[src/rtl/buffered_input_port.sv]
// ----------------------------------------------------------------------------
// buffered_input_port
//
// Switch/button input port for the MIPS core's IN instruction. The raw
// push-button is synchronised and debounced. Each debounced press captures the
// switches into a DEPTH-entry FIFO. A CPU read pops one entry. If the FIFO is
// empty, the core is halted until an entry arrives, so presses may be made
// ahead of the reads that consume them.
//
// Ports
//   clock            in   1               system clock, rising edge
//   reset_n          in   1               asynchronous active-low reset
//   button           in   1               raw push-button level (asynchronous)
//   switches         in   WIDTH           raw switch levels, sampled on a press
//   output_enable    in   1               core executing IN
//   halt_from_input  out  1               registered; 1 = stall the core
//   output_value     out  WIDTH           registered; last popped value
//   count            out  clog2(DEPTH)+1  FIFO occupancy, 0..DEPTH
//   overflow         out  1               1-cycle pulse: press dropped, FIFO full
// ----------------------------------------------------------------------------
module buffered_input_port #(
    parameter int WIDTH           = 18,
    parameter int DEPTH           = 4,     // power of two, >= 2
    parameter int DEBOUNCE_CYCLES = 50000  // >= 1
) (
    input  logic                    clock,
    input  logic                    reset_n,
    input  logic                    button,
    input  logic [WIDTH-1:0]        switches,
    input  logic                    output_enable,
    output logic                    halt_from_input,
    output logic [WIDTH-1:0]        output_value,
    output logic [$clog2(DEPTH):0]  count,
    output logic                    overflow
);

    localparam int PTR_W = $clog2(DEPTH);
    localparam int CNT_W = $clog2(DEPTH) + 1;
    // The counter only ever reaches DEBOUNCE_CYCLES-1.
    localparam int DB_W  = (DEBOUNCE_CYCLES > 1) ? $clog2(DEBOUNCE_CYCLES) : 1;

    logic             btn_meta;
    logic             btn_s;
    logic             stable;
    logic [DB_W-1:0]  db_cnt;
    logic             press;

    logic [WIDTH-1:0] mem [DEPTH];
    logic [PTR_W-1:0] wr_ptr;
    logic [PTR_W-1:0] rd_ptr;

    logic             full;
    logic             pop;
    logic             push_ok;

    // ------------------------------------------------------------------
    // Synchroniser, debouncer and press detector.
    // The synchroniser and debounced level reset to "pressed" so a button
    // held through reset is not taken as a press: a release must be
    // accepted first.
    // ------------------------------------------------------------------
    // NOTE: every clocked block uses non-blocking assignments so all flops
    // update from the same pre-edge values regardless of statement order.
    always_ff @(posedge clock or negedge reset_n) begin
        if (!reset_n) begin
            btn_meta <= 1'b1;
            btn_s    <= 1'b1;
            stable   <= 1'b1;
            db_cnt   <= '0;
            press    <= 1'b0;
        end else begin
            btn_meta <= button;
            btn_s    <= btn_meta;
            press    <= 1'b0;
            if (btn_s != stable) begin
                if (db_cnt == DB_W'(DEBOUNCE_CYCLES - 1)) begin
                    // Level held long enough: accept it. Only a 0->1 change
                    // produces a press; a release merely re-arms.
                    stable <= btn_s;
                    db_cnt <= '0;
                    press  <= btn_s;
                end else begin
                    db_cnt <= db_cnt + DB_W'(1);
                end
            end else begin
                db_cnt <= '0;
            end
        end
    end

    // ------------------------------------------------------------------
    // FIFO control.
    // A pop frees a slot in the same edge, so a press that coincides with
    // a pop on a full FIFO is still accepted. On an empty FIFO the pop
    // fails even if a push lands in that edge.
    // ------------------------------------------------------------------
    assign full    = (count == CNT_W'(DEPTH));
    assign pop     = output_enable && (count != '0);
    assign push_ok = press && (!full || pop);

    // NOTE: the storage array has no reset; occupancy and pointers alone
    // decide which entries are valid, so stale contents are never observed.
    always_ff @(posedge clock) begin
        if (push_ok) begin
            mem[wr_ptr] <= switches;
        end
    end

    always_ff @(posedge clock or negedge reset_n) begin
        if (!reset_n) begin
            wr_ptr          <= '0;
            rd_ptr          <= '0;
            count           <= '0;
            output_value    <= '0;
            halt_from_input <= 1'b0;
            overflow        <= 1'b0;
        end else begin
            overflow        <= press && full && !pop;
            // Stall only while the core is asking and nothing could be popped.
            halt_from_input <= output_enable && !pop;

            if (push_ok) begin
                wr_ptr <= wr_ptr + PTR_W'(1);
            end

            if (pop) begin
                // On a full FIFO with a coincident push, wr_ptr == rd_ptr:
                // this reads the old entry while the new one overwrites it.
                output_value <= mem[rd_ptr];
                rd_ptr       <= rd_ptr + PTR_W'(1);
            end

            if (push_ok && !pop) begin
                count <= count + CNT_W'(1);
            end else if (pop && !push_ok) begin
                count <= count - CNT_W'(1);
            end
        end
    end

endmodule
[config.mk]
export PLATFORM = sky130hd
export DESIGN_NAME = buffered_input_port
export DESIGN_NICKNAME = d
export VERILOG_FILES = /design/src/rtl/buffered_input_port.sv
export SDC_FILE = /design/constraint.sdc
export NUM_CORES = 1
export LEC_CHECK = 0
export ABC_AREA = 1
export CAP_MARGIN = 20
export CORE_ASPECT_RATIO = 1.2
export CORE_MARGIN = 1.5
export CORE_UTILIZATION = 55
export DETAILED_ROUTE_END_ITERATION = 8
export PLACE_DENSITY = 0.78
export SYNTH_ARGS = -nofsm -noshare
export SYNTH_HDL_FRONTEND = slang
export SYNTH_SLANG_ARGS = --single-unit
export TNS_END_PERCENT = 50
[constraint.sdc]
create_clock -name clock -period 2.5 [get_ports clock]
set_input_delay 0.375 -clock clock [delete_from_list [all_inputs] [get_ports clock]]
set_output_delay 0.375 -clock clock [all_outputs]
set_load 0.02 [all_outputs]
==> impl_metrics.toml, run 1 <==
[sta]
fin_setup_tns_ps = 0
final.setup_skew_ps = 10.1
hold_slack_ps = 271
max_freq_mhz = 508
rsz0062_at_grt = "false"
period_needed_ps = 1970
period_share_pct = 78.8
hold_violations = 0
worst_pin_slew_ps = 840
finalSetupViolations = 0
slew_viol_final = 0
relSlewSlack_pct = 44.0

[setup_path]
r2r_cells = 8
cp-start-kind = "register"
worstSetupPathType = "register to register"
rrSetupSlack_ps = 530
critical_path_required_ps = 2900
cpMaxStageDelayCell = "dfrtp_1"
cp-endpoint = "count[1]"
r2r-end = "count[1]"
worstSetupEndpointType = "register"
reg2reg_from = "count[0]"
crit_chain = "nor2_1 -> nand3_1 -> nand2_1 -> inv_1 -> ha_1 -> inv_1 -> fa_1 -> mux2_2"
cp_common_cell = "inv_1"
slowest_delay_ps = 430
crit_start = "count[0]"
arrival_ps = 2370
cp_max_fo = 4

[global_routing]
grt_overflow = 0
grt.total_usage_pct = 23.2
grt_max_degree = 38
antenna_found_initial = 0
grt_pass1_vias = 3308
grt_pass1_wl_mm = 15.9

[finish]
mostFrequentLayoutCells = "nor2_1, edfxtp_1, dfrtp_1"
regArea_um2 = 3340
nets = 516
fillers = 575
final_common_cell = "nor2_1"
antenna_cells = 0
area_growth_pct = 22.9
multiInputGateArea_um2 = 1300
drive_gt1_share_pct = 12.0

[floorplanning]
top_level_ports = 45
rows = 37
die_width_um = 88.9
core-area_um2 = 8560
dieArea_um2 = 9420
start_util_pct = 56.8
die_y_um = 106

[clocking]
cts-root-buf = "clkbuf_8"
cts.sinks = 119
h-tree-depth = 4
clk_path_buf_depth = 2
post_cts_buffers = 0
clk_pin_slew_ps = 50
cts_tree = "yes"
cts_buffers = 17
insertion_delay_ps = 520

[power_and_ir_drop]
peakVddDrop_v = 0.000776
leakagePower_nw = 2.30
power.density_nw_per_um2 = 1050
total_power_w = 0.00629

[logic_synthesis]
yosysSeqAreaShare_pct = 68.7
netlist_top_cells_area = "edfxtp_1, dfrtp_1, nor2_1"
avgSynthCellArea_um2 = 11.4
synth_area_leader_cell = "edfxtp_1"
syn_inst = 426
ys_seq_elements = 119
syn-cell-area_um2 = 4860
synth_warnings = 0
synth_top_area_share_pct = 44.4
syn-num-nets = 455
synth_cell_type_count = 31

[detailed_routing]
drtPass1Iterations = 5
drt-vias-per-instance = 5.27
routed_wl_mm = 9.76
vias = 3248
avgRoutedWirePerCell_um = 15.8
drt_drc_violations_left = 0
ant_nets = 0
drt_first_iter_violations = 205

[run]
max_cap_viol_count = 0

[min_path]
hp-class = "input pin to register"

[placement]
numPortBuffers = 44
gp_congestion = 0.915
dp_hpwl_mm = 6.07

[run_status]
status = "complete, no violations"
## metrics by stage
step | instances | utilization [%] | worst slack (ps) | instance area [µm²]
after global routing | 616 | 69.8 | 412 | 5980
after detailed placement | 584 | 63.3 | 168 | 5420
final | 616 | 69.8 | 531 | 5980
after CTS | 616 | 69.8 | 482 | 5980
after floorplan | 426 | - | 483 | 4860
after global placement | 584 | 63.3 | 206 | 5420
## worst min-delay path by stage
stage          startpoint        to  slack, ps  cells after the start
2_1_floorplan     reset_n  count[0]         80                      0
3_3_place_gp     btn_meta     btn_s        350                      0
3_5_place_dp     btn_meta     btn_s        360                      0
4_1_cts            button  btn_meta        260                      1
5_1_grt            button  btn_meta        260                      1
6_report           button  btn_meta        270                      1
## cell usage after synthesis
| master | instances |
|---|---|
| o21bai_1 | 2 |
| ha_1 | 6 |
| inv_4 | 1 |
| edfxtp_1 | 72 |
| o21ai_0 | 36 |
| nor3_2 | 1 |
| mux2_2 | 1 |
| o21ai_1 | 5 |
| nor2_4 | 1 |
| clkbuf_1 | 4 |
| xnor2_1 | 4 |
| nor2_2 | 3 |
| inv_2 | 5 |
| nand3_1 | 12 |
| inv_1 | 25 |
| buf_6 | 6 |
| nand4_1 | 2 |
| buf_2 | 2 |
| nor2_1 | 130 |
| nand3_2 | 2 |
| dfstp_2 | 3 |
| a31oi_1 | 18 |
| dfrtp_1 | 44 |
| buf_4 | 1 |
| xor2_1 | 7 |
| a21oi_1 | 2 |
| xor2_2 | 1 |
| fa_1 | 1 |
| nand2_1 | 26 |
| nand2_4 | 1 |
| nand2_2 | 2 |
## cell families (layout without fill, tap and decap cells)
| kind of cell | count (synthesis) | count (layout) | share of synthesized area [%] |
|---|---|---|---|
| mux | 1 | 1 | 0.231 |
| xor+xnor | 12 | 12 | 2.31 |
| flops | 119 | 119 | 68.7 |
| simple gates | 180 | 180 | 15.3 |
| compound gates | 63 | 63 | 7.05 |
| fa+ha+maj | 7 | 7 | 1.95 |
| buf+inv | 44 | 117 | 4.50 |
## where the power goes
group	internal (W)	switching [W]
Clock	0.00142	0.000802
Combinational	0.000649	0.000886
Sequential	0.00229	0.000236
Total	0.00436	0.00192
## flip-flops by register name, summed over array words and instances, names as in the netlist
register         cells
halt_from_input      1
btn_s                1
wr_ptr               2
press                1
db_cnt              16
stable               1
overflow             1
rd_ptr               2
output_value        18
btn_meta             1
mem                 72
count                3
## layout make-up
cell class	instances	share of cell area, %
clock buffers	21	7.35
clock inverters	10	1.80
inverters	31	1.99
multi-input cells	263	21.8
flip-flops and latches	119	55.9
well taps	117	2.45
repair buffers	55	8.71
## repair_timing
item / in CTS / in global routing
hold endpoints to repair: 21 / 0
hold buffers: 1 / 0
resized for setup: 0 / 0
## critical path: cells and delay by family, from the launching register on
kind / cells / cell delay, ps
adders and majority gates: 2 / 620
DFF: 1 / 430
and+or+nand+nor: 3 / 380
muxes: 1 / 270
buffers and inverters: 2 / 160
## routing by layer
layer / vias up / part of all wire (%) / wire length, µm / track usage, %
li1: 1553 / - / - / -
met1: 1576 / 38 / 3730 / 26.7
met2: 99 / 56 / 5420 / 39.3
met3: 20 / 4.4 / 431 / 6.37
met4: 0 / 1.8 / 174 / 10.9
met5: - / 0 / 0 / 0
Power figures use the tool's default switching activity.
==> inputs of run 2 (changes only) <==
CORE_UTILIZATION = 51   (was 55)
PLACE_DENSITY = 0.76   (was 0.78)
clock period = 1.8 ns   (was 2.5 ns; I/O delays follow)
==> impl_metrics.toml, run 2 (synthesis gave the netlist of run 1 again) <==
[detailed_routing]
drt-vias-per-instance = 5.28
avgRoutedWirePerCell_um = 15.8
ant_nets = 0
drt_drc_violations_left = 0
drt_first_iter_violations = 165
drtPass1Iterations = 4
routed_wl_mm = 9.98
vias = 3333

[clocking]
cts-root-buf = "clkbuf_8"
h-tree-depth = 4
clk_pin_slew_ps = 60
insertion_delay_ps = 510
cts_buffers = 17
clk_path_buf_depth = 2
cts.sinks = 119
cts_tree = "yes"

[min_path]
hp-class = "input pin to register"

[global_routing]
gr-usage-met2_pct = 39.0
antenna_found_initial = 0
grt_pass1_vias = 3461
grt.total_usage_pct = 21.5
grt-busiest-layer = "met2"
grtUsageMet1_pct = 24.2
grt_overflow = 0
grt_use_met3_pct = 5.28
grt_pass1_wl_mm = 16.2
grt_max_degree = 48

[sta]
hold_violations = 0
finalSetupViolations = 1
setup_ws_ps = -26.7
max_freq_mhz = 547
slew_viol_final = 0
fin_setup_tns_ps = -26.7
rsz0062_at_grt = "true"
relSlewSlack_pct = 63.3
period_needed_ps = 1830
period_share_pct = 101
final.setup_skew_ps = 9.06
hold_slack_ps = 188
worst_pin_slew_ps = 550

[power_and_ir_drop]
internal_power_w = 0.00633
peakVddDrop_v = 0.000849
leakagePower_nw = 2.45
p_sw_w = 0.00278
combPwrFrac_pct = 26.3
p_clk_share_pct = 36.6
switching_share_pct = 30.5
power.density_nw_per_um2 = 1470
pwr-share-seq_pct = 37.0

[floorplanning]
start_util_pct = 53.0
rows = 38
dieArea_um2 = 10100
top_level_ports = 45
die_width_um = 92.2
core-area_um2 = 9180
die_y_um = 110

[finish]
largestRegisters = "mem x72, output_value x18, db_cnt x16"
antenna_cells = 0
largest-register = "mem"
drive_gt1_share_pct = 15.9
largest_reg_flops = 72
mostFrequentLayoutCells = "nor2_1, edfxtp_1, dfrtp_1"
multiInputGateArea_um2 = 1340
fillers = 617
regArea_um2 = 3340
nets = 527
final_common_cell = "nor2_1"
area_growth_pct = 27.5

[placement]
gp_congestion = 0.901
dp_slack_ps = -410
dp_hpwl_mm = 6.02
numPortBuffers = 44

[setup_path]
slowest_delay_ps = 420
cpMaxStageDelayCell = "fa_2"
critical_path_required_ps = 2200
arrival_ps = 2220
worstSetupEndpointType = "register"
worstSetupPathType = "register to register"
cp_max_fo = 2
cp-start-kind = "register"
crit_chain = "nor2_4 -> nand3_2 -> nand2_2 -> inv_2 -> ha_4 -> inv_4 -> fa_2 -> mux2_4"

[run]
max_cap_viol_count = 0

[run_status]
violations = "setup timing"
status = "complete, but fails checks"
[run 2: power groups by stage]
stage	combinational, W	clock (W)	sequential (W)
after floorplan	0.00118	0	0.00369
after global placement	0.00226	0	0.00340
after detailed placement	0.00234	0	0.00341
after CTS	0.00236	0.00337	0.00336
after global routing	0.00265	0.00348	0.00341
final	0.00240	0.00334	0.00337
[run 2: what timing repair did]
action                                  in CTS  in global routing
resized for setup                            4                 19
hold endpoints to repair                    47                  0
setup buffers                                0                  3
endpoints found under the setup margin       4                  9
hold buffers                                 1                  0
pin swaps                                    0                  5
gates cloned                                 0                  0
[run 2: stage by stage]
step | power, W | util, % | area (µm²) | std cells
final | 0.00911 | 67.6 | 6200 | 631
after detailed placement | 0.00574 | 60.2 | 5520 | 595
after floorplan | 0.00487 | - | 4860 | 426
after global routing | 0.00954 | 67.6 | 6200 | 631
after global placement | 0.00566 | 60.2 | 5520 | 595
after CTS | 0.00909 | 66.8 | 6130 | 628
[run 2: final cells by class]
cell class | instances | share of cell area (%)
inverter | 31 | 1.96
timing repair buffer | 66 | 10.6
clock inverter | 13 | 2.46
clock buffer | 19 | 7.12
tap | 120 | 2.42
sequential | 119 | 53.9
multi-input combinational | 263 | 21.6
[run 2: final timing paths]
path | from | to | slack (ps) | cells after the start
max in group asynchronous | reset_n | stable | 1240 | 3
min reg2reg | btn_meta | btn_s | 360 | 0
max | count[1] | count[1] | -30 | 8
min | button | btn_meta | 190 | 1
min in group asynchronous | reset_n | output_value[5] | 260 | 3
max reg2reg | count[1] | count[1] | -30 | 8
[run 2: critical path: cells and delay by family (launching register included)]
kind / cells / cell delay [ps]
buffers and inverters: 2 / 100
adders and majority gates: 2 / 580
DFF: 1 / 410
muxes: 1 / 270
and+or+nand+nor: 3 / 360
[run 2: routing by layer]
layer / part of all wire (%) / up-vias
met4: 1.7 / 0
met3: 3.8 / 19
met1: 40 / 1642
li1: - / 1575
met2: 55 / 97
met5: 0 / -
==> inputs of run 3 (changes only) <==
CORE_UTILIZATION = 55   (was 51)
PLACE_DENSITY = 0.78   (was 0.76)
clock period = 2 ns   (was 1.8 ns; I/O delays follow)
==> impl_metrics.toml, run 3 (synthesis gave the netlist of run 1 again) <==
[finish]
drive_gt1_share_pct = 14.3
final_common_cell = "nor2_1"
largestRegisters = "mem x72, output_value x18, db_cnt x16"
mostFrequentLayoutCells = "nor2_1, edfxtp_1, dfrtp_1"
nets = 525
design_area_um2 = 6080
largest-register = "mem"
largest_reg_flops = 72
antenna_cells = 0
area_growth_pct = 25.1

[clocking]
clk_pin_slew_ps = 60
insertion_delay_ps = 520
cts_tree = "yes"
cts_buffers = 17
clk_path_buf_depth = 2
cts-root-buf = "clkbuf_8"
cts.sinks = 119
h-tree-depth = 4
post_cts_buffers = 0

[floorplanning]
rows = 37
die_width_um = 88.9
top_level_ports = 45
core-area_um2 = 8560
start_util_pct = 56.8
dieArea_um2 = 9420
die_y_um = 106

[setup_path]
path_depth = 1
worstSetupEndpointType = "output port"
crit_start = "count[1]"
cp-start-kind = "register"
worstSetupPathType = "register to output port"
cp_max_fo = 4
arrival_ps = 1560
reg2reg_from = "count[1]"
r2r_cells = 8
rrSetupSlack_ps = 150
cp-endpoint = "count[1]"
slowest_delay_ps = 630
crit_chain = "clkdlybuf4s50_1"
critical_path_required_ps = 1700
critical_path_buf_inv_count = 1
crit_family = "buffers and inverters"
r2r-end = "count[1]"
cpMaxStageDelayCell = "clkdlybuf4s50_1"

[global_routing]
grt_max_degree = 48
grt_pass1_vias = 3402
antenna_found_initial = 0
grt_overflow = 0
grt_pass1_wl_mm = 15.9
grt.total_usage_pct = 23.4

[detailed_routing]
ant_nets = 0
routed_wl_mm = 9.75
vias = 3321
drt_first_iter_violations = 226
avgRoutedWirePerCell_um = 15.6
drt_drc_violations_left = 0
drtPass1Iterations = 4
drt-vias-per-instance = 5.31

[sta]
slew_viol_final = 0
hold_slack_ps = 197
hold_violations = 0
rsz0062_at_grt = "false"
period_needed_ps = 1860
period_share_pct = 93.2
max_freq_mhz = 536
finalSetupViolations = 0
final.setup_skew_ps = 4.05
relSlewSlack_pct = 64.3
worst_pin_slew_ps = 534

[min_path]
whs_path_depth = 1
hp-class = "input pin to register"

[placement]
numPortBuffers = 44
placed_cell_area_um2 = 5510
dp_hpwl_mm = 6.06
gp_congestion = 0.912

[power_and_ir_drop]
leakagePower_nw = 2.36
switching_share_pct = 32.3
pwr-share-seq_pct = 38.4
p_sw_w = 0.00258
p_clk_share_pct = 35.5
total_power_w = 0.00796
internal_power_w = 0.00539
peakVddDrop_v = 0.000910
combPwrFrac_pct = 26.1
power.density_nw_per_um2 = 1310

[run_status]
status = "complete, no violations"

[run]
max_cap_viol_count = 0
## run 3: worst min-delay path by stage
stage / startpoint / endpoint / slack, ps
2_1_floorplan: reset_n / count[0] / 4
3_3_place_gp: reset_n / count[0] / 310
3_5_place_dp: reset_n / count[0] / 310
4_1_cts: button / btn_meta / 200
5_1_grt: button / btn_meta / 190
6_report: button / btn_meta / 200
## run 3: through the flow
stage / worst slack (ps) / utilization (%) / setup TNS [ps] / cells
2_1_floorplan: -16.8 / - / -1230 / 426
3_3_place_gp: -166 / 64.4 / -246 / 593
3_5_place_dp: -205 / 64.4 / -316 / 593
4_1_cts: 78.1 / 71.0 / 0 / 626
5_1_grt: 26.4 / 71.0 / 0 / 626
6_report: 136 / 71.0 / 0 / 626
## run 3: what timing repair did
action / in CTS / in global routing
hold endpoints to repair: 44 / 0
setup endpoints to repair: 0 / 2
hold buffers: 1 / 0
resized for setup: 0 / 3
## run 3: power groups by stage
stage                     Sequential (W)  Clock (W)  Combinational (W)
final                            0.00306    0.00283            0.00208
after global routing             0.00309    0.00296            0.00228
after CTS                        0.00305    0.00285            0.00209
after detailed placement         0.00310          0            0.00207
after global placement           0.00310          0            0.00200
after floorplan                  0.00332          0            0.00106
## run 3: layout make-up
cell class	count	area [µm²]
timing repair buffer	64	616
clock buffer	17	414
multi-input combinational	263	1310
clock inverter	15	141
fill	574	2480
inverter	31	119
tap	117	146
sequential	119	3340
## run 3: per-layer routing
metal / vias up / global-route usage, % / routed length (µm)
met1: 1621 / 27.0 / 3900
li1: 1578 / - / -
met2: 102 / 39.9 / 5220
met5: - / 0 / 0
met4: 0 / 10.0 / 182
met3: 20 / 6.75 / 454
